===== src/rtl/dadda_prod_accum.sv =====
// Accumulates a programmed number of 16-bit unsigned products into an ACC_W-bit sum and returns it over valid/ready.
// Latency is 1 cycle from the last accepted beat to out_valid. The result is held while out_ready is low. Macro DADDA_ACCUM_SAT_EN selects a saturating add.
module dadda_prod_accum #(
    parameter int ACC_W = 24,
    parameter int CNT_W = 8
) (
    input  logic             clk,
    input  logic             rst,
    input  logic             start,
    input  logic [CNT_W-1:0] len,
    input  logic             in_valid,
    output logic             in_ready,
    input  logic [15:0]      in_prod,
    output logic             out_valid,
    input  logic             out_ready,
    output logic [ACC_W-1:0] out_sum,
    output logic             out_ovf,
    output logic             busy
);

    typedef enum logic [1:0] {IDLE, ACCUM, DONE} state_t;

    state_t           state;
    state_t           state_nxt;
    logic [ACC_W-1:0] acc;
    logic [CNT_W-1:0] cnt;
    logic             ovf;
    logic             beat;
    logic [ACC_W:0]   sum_ext;

    assign beat    = in_valid && in_ready;
    assign sum_ext = {1'b0, acc} + {{(ACC_W-15){1'b0}}, in_prod};

    always_ff @(posedge clk or posedge rst) begin
        if (rst) begin
            state <= IDLE;
        end else begin
            state <= state_nxt;
        end
    end

    always_comb begin
        state_nxt = state;
        case (state)
            IDLE:    if (start) state_nxt = (len == '0) ? DONE : ACCUM;
            ACCUM:   if (beat && cnt == CNT_W'(1)) state_nxt = DONE;
            DONE:    if (out_ready) state_nxt = IDLE;
            default: state_nxt = IDLE;
        endcase
    end

    // Moore outputs: handshakes depend on state only.
    always_comb begin
        in_ready  = (state == ACCUM);
        out_valid = (state == DONE);
        busy      = (state != IDLE);
    end

    // acc/ovf persist after the handshake, so the last result stays on out_sum until the next start.
    always_ff @(posedge clk or posedge rst) begin
        if (rst) begin
            acc <= '0;
            cnt <= '0;
            ovf <= 1'b0;
        end else begin
            case (state)
                IDLE: begin
                    if (start) begin
                        acc <= '0;
                        ovf <= 1'b0;
                        cnt <= len;
                    end
                end
                ACCUM: begin
                    if (beat) begin
                        cnt <= cnt - CNT_W'(1);
                        ovf <= ovf | sum_ext[ACC_W];
`ifdef DADDA_ACCUM_SAT_EN
                        acc <= sum_ext[ACC_W] ? {ACC_W{1'b1}} : sum_ext[ACC_W-1:0];
`else
                        acc <= sum_ext[ACC_W-1:0];
`endif
                    end
                end
                default: ;
            endcase
        end
    end

    assign out_sum = acc;
    assign out_ovf = ovf;

endmodule


===== config.mk =====
export PLATFORM = sky130hd
export DESIGN_NAME = dadda_prod_accum
export DESIGN_NICKNAME = d
export VERILOG_FILES = /design/src/rtl/dadda_prod_accum.sv
export SDC_FILE = /design/constraint.sdc
export NUM_CORES = 1
export LEC_CHECK = 0
export CAP_MARGIN = 20
export CORE_MARGIN = 1.5
export CORE_UTILIZATION = 30
export DETAILED_ROUTE_END_ITERATION = 7
export HOLD_SLACK_MARGIN = 0.15
export PLACE_DENSITY = 0.5
export REMOVE_ABC_BUFFERS = 1
export SLEW_MARGIN = 5
export SYNTH_ARGS = -nofsm -noshare
export SYNTH_HDL_FRONTEND = slang
export SYNTH_SLANG_ARGS = --single-unit

===== constraint.sdc =====
create_clock -name clk -period 5.43 [get_ports clk]
set_input_delay 0.543 -clock clk [delete_from_list [all_inputs] [get_ports clk]]
set_output_delay 0.543 -clock clk [all_outputs]
set_load 0.03 [all_outputs]

# [Yosys cells after proc, flatten, opt, wreduce, memory -nomap -nowiden]
# Cells that the tools add are included.
[totals] register_bits=35 in_bits=29 out_inout_bits=28 word_cells=36
[classes] n_addsub=2 eq_ne=7 mux=14 bitwise_logic=1 n_reduce_logical=8
[op_table] op="24-bit two-way mux" n=2
[op_table] op="24-bit case mux with 2 select lines" n=1
[op_table] op="24-bit by 16-bit adder with 25-bit output" n=1
[op_table] op="8-bit two-way mux" n=2
[op_table] op="8-bit case mux with 2 select lines" n=1
[op_table] op="8-bit by 1-bit equality test with 1-bit output, second input constant" n=1
[op_table] op="8-bit logical NOT" n=1
[op_table] op="2-bit two-way mux" n=4
[op_table] op="8-bit by 1-bit subtractor with 8-bit output, second input constant" n=1
[op_table] op="2-bit by 1-bit inequality test with 1-bit output, second input constant" n=3
[op_table] op="2-bit case mux with 3 select lines" n=1
[op_table] op="3-bit AND reduction" n=2
[op_table] op="2-bit nonzero test" n=2
[op_table] op="2-bit by 1-bit equality test with 1-bit output, second input constant" n=1
[op_table] op="2-bit equality test, second input constant" n=1
[op_table] op="1-bit logical AND" n=2
[op_table] op="2-bit logical NOT" n=1
[op_table] op="1-bit two-way mux" n=2
[op_table] op="2-bit inequality test, second input constant" n=1
[op_table] op="1-bit case mux with 2 select lines" n=1
[op_table] op="1-bit bitwise OR" n=1

# [Depth between registers and ports, before layout]
[logic_depth] depth_word=5 depth_mapped=8 ltp_nobuf=8

# [Least setup slack after synthesis]
# OpenSTA, ideal clock, no wires.
[synth_timing] kind="input to register" from="input port in_prod[0]" to="register acc[12] (netlist: out_sum[12])" setup_time_ps=129 arrival_time_ps=2255 t_required_ps=5301 path_slack_ps=3046 cell_stages=8 n_path_buf=0 path_cell_list="ha_1 -> fa_1 -> a21o_1 -> a221oi_2 -> o21ai_1 -> a41oi_1 -> xor2_1 -> o21ai_1"
[synth_via] elab_chain_cells=3
[synth_lines] element="from (decl)" line_no="13" text="input logic [15:0] in_prod,"
[synth_lines] element="24-bit by 16-bit adder with 25-bit output" line_no="32" text="assign sum_ext = {1'b0, acc} + {{(ACC_W-15){1'b0}}, in_prod};"
[synth_lines] element="24-bit two-way mux" line_no="75" text="if (beat) begin"
[synth_lines] element="24-bit case mux with 2 select lines" line_no="66" text="case (state)"
[synth_lines] element="to (signal assigned)" line_no="81" text="acc <= sum_ext[ACC_W-1:0];"
[synth_lines] element="to (decl)" line_no="25" text="logic [ACC_W-1:0] acc;"
# No other way between the ends. The select of a mux whose other input is x is not followed.
# A chain may end at the register's enable or synchronous reset.

# [Worst setup path in the final report]
[layout_timing] from="input port in_prod[0]" to="register acc[22] (netlist: out_sum[22])"
# The elaborated chain is that of the path after synthesis.

==> summary.txt <==
Clock network
  – Clock sink total: 35
  – CTS tree: built
  – Clock buffer depth: 2
  – H-tree Lvls: 2
  – Worst-path clk slew: 0.08 ns
  – Clock Latency Late Sink: 0.30 ns
  – Clock root buffer: clkbuf_8
  – TritonCTS Buffers: 5
  – Post-CTS sizing: 0
  – Post-CTS Setup Bufs: 0
  – CTS Hold Buffers Added: 0

Global route
  – Largest net degree at the start of global routing: 36
  – Initial antenna violation count: 0
  – Tot GR Track Use: 16.3%
  – Vias in the first global route: 2351
  – Congestion Overflow GR: 0
  – First-pass GRT wire length: 11700 um

Routing
  – Drt drc: 0
  – Vias/cell: 5.26
  – Post-Route WL: 7070 um
  – Drt pass-1 iters: 4
  – Final ANT Viol Nets: 0
  – Vias after detailed routing: 2421
  – Initial DRC count: 66
  – Wirelength per Cell: 15.4 um

Yosys
  – Mapped Area: 0.00262 mm2
  – Sequential-to-total area share from yosys stat: 33.5%
  – Count of different cell masters after synthesis: 62
  – Top_reg_cell synth: dfrtp_1
  – Post-Syn Instances: 302
  – FFs w/ async S/R, synth: 100%
  – Syn Area/Cell: 8.66 um2
  – Flops & latches, synth: 35
  – Area contributors post-synth: dfrtp_1 (33%), ha_1 (8.6%), a21oi_1 (5.2%), nand2_1 (5.2%), o21ai_0 (5.2%)
  – Synth Warn #: 0
  – Yosys top cell by area: dfrtp_1
  – Count leader, synth: nand2_1
  – Post-synth EDFFs: 0
  – Post-synth top area share: 33.5%
  – Post-synth top cells: nand2_1 (36), dfrtp_1 (35), a21oi_1 (27), o21ai_0 (27), ha_1 (18)

Critical path
  – Worst EP arrival: 2.84 ns
  – Family with the most delay on the worst path: compound AO/OA/AOI/OAI gates
  – Crit Path Max Fanout: 4
  – Worst-path cell chain: clkdlybuf4s50_1 > ha_1 > fa_1 > a21o_1 > a221oi_2 > o21a_1 > o21ai_1 > nor3_1 > a311oi_1
  – Kind of end point of the critical path: flop
  – Max incr delay on CP: 0.41 ns
  – Critical path startpoint category: input pin
  – Critical path buffers and inverters: 1
  – CP Class: input pin to flop
  – WP data required: 5.60 ns
  – Worst path slowest cell: fa_1

Power and ir drop
  – Peak VDD IR: 0.259 mV
  – Pwr per Cell Area: 510 mW/mm2
  – Power consumption: 1.71 mW
  – LEAKAGE: 1.44 nW

Placed design
  – Final Wtd Congestion: 0.858
  – Port-buffer cells: 56
  – Dpl hpwl: 5120 um

Cells and area
  – Fillers: 857
  – # nets final: 402
  – Share of layout cells above drive strength 1: 7.89%
  – Area Growth Syn to Fin: 28.4%
  – Antenna diodes: 0

Job
  – Max-cap violations: 0

Hold path
  – Hold/Removal Path Class: flop to flop

Status
  – Run status: completed

Floorplan
  – Total die area: 0.00929 mm2
  – # IOs: 57
  – FP Rows: 33
  – Width of the die: 96.4 um
  – Initial Util: 31.4%
  – Die Y: 96.4 um
  – Core area: 0.00834 mm2

Timing
  – Fin crit period: 2.66 ns
  – Fin. Hold Viols: 0
  – Final setup viols: 0
  – Worst Tran Pin Value: 0.483 ns
  – Worst Skew: 0.00694 ns
  – Setup TNS: 0 ns
  – Final Max Tran Viols: 0
  – Unrepaired setup endpoints after global routing: no
  – Slew margin rel.: 67.5%
  – Highest clock rate: 375 MHz
  – Part of the cycle the worst path needs: 49.1%
[path summary, 6_finish.rpt]
check	to	slack (ns)	depth (start not counted)	from
hold / removal	out_ovf	0.51	2	out_ovf
hold reg to reg	out_ovf	0.51	2	out_ovf
max in group asynchronous	out_sum[14]	4.42	3	rst
setup reg to reg	out_sum[18]	2.95	8	state[1]
setup / recovery	out_sum[22]	2.77	9	in_prod[0]
min in group asynchronous	out_sum[7]	0.66	3	rst
[registers in the layout, summed over array words and instances (netlist names)]
signal	cells
out_sum	24
out_ovf	1
state	2
cnt	8
[cell families (layout without fill, tap and decap cells)]
| logic type | Yosys count | in the layout | synth area share [%] |
|---|---|---|---|
| multiplexers | 2 | 2 | 0.765 |
| AO/OA/AOI/OAI | 104 | 104 | 26.1 |
| flip-flops | 35 | 35 | 33.5 |
| buffers and inverters | 24 | 77 | 5.31 |
| XOR/XNOR | 13 | 13 | 4.35 |
| AND/OR/NAND/NOR | 105 | 105 | 20.7 |
| adder cells (fa/ha/maj) | 19 | 19 | 9.37 |
[metal layers]
layer / routed length, um / vias to the layer above / global-route usage, %
met5: 0 / - / 0
met4: 80 / 0 / 4.11
met3: 322 / 10 / 3.13
met2: 3140 / 53 / 25.8
met1: 3520 / 1134 / 22.9
li1: - / 1224 / -
[worst register-to-register path, cell delays in order (launching register included)]
cell and delay, ns:
dfrtp_1 0.43, nand2b_1 0.39, inv_2 0.12, and2_0 0.35
nor2_2 0.49, buf_8 0.22, o22ai_1 0.11, o21a_1 0.17
nor3_1 0.12
[placed cells by master, fill, tap and decap left out, drive strengths merged, types with 3 or more instances in the layout]
master          n
buf             4
a21o            9
nand2b          5
a31oi           3
xor2            4
a22o            3
and3            3
nor2           17
nand3           6
or3             4
clkdlybuf4s50  56
ha             18
nand2          36
dfrtp          35
xnor2           9
inv             9
clkbuf          6
a221o           3
o211ai          5
nor4            5
nand4           6
a21oi          30
nor3            9
o21ai          31
[area by class of cell]
type,count,area [um2],share of cell area (%)
Tap cell,105,131,3.91
Multi-Input combinational cell,243,1600,47.7
Timing Repair Buffer,60,598,17.8
Clock buffer,6,82.6,2.46
Sequential cell,35,876,26.1
Clock inverter,2,35.0,1.04
Inverter,9,33.8,1.01
[report_power, final]
part	switching (mW)	internal, mW
clock network	0.110	0.149
registers	0.0892	0.349
logic	0.601	0.415
[stage by stage]
| stage | worst slack (ns) | hold WS, ns | util, % | cell area (um2) | cells |
|---|---|---|---|---|---|
| finish | 2.77 | 0.509 | 40.3 | 3360 | 460 |
| global placement | 2.46 | 0.489 | 38.7 | 3230 | 451 |
| detailed placement | 2.45 | 0.496 | 38.7 | 3230 | 451 |
| global route | 2.57 | 0.534 | 40.3 | 3360 | 460 |
| floorplan | 3.03 | 0.461 | - | 2510 | 287 |
| CTS | 2.54 | 0.514 | 40.1 | 3340 | 459 |
Note: power is estimated with default switching activity, not from simulation.
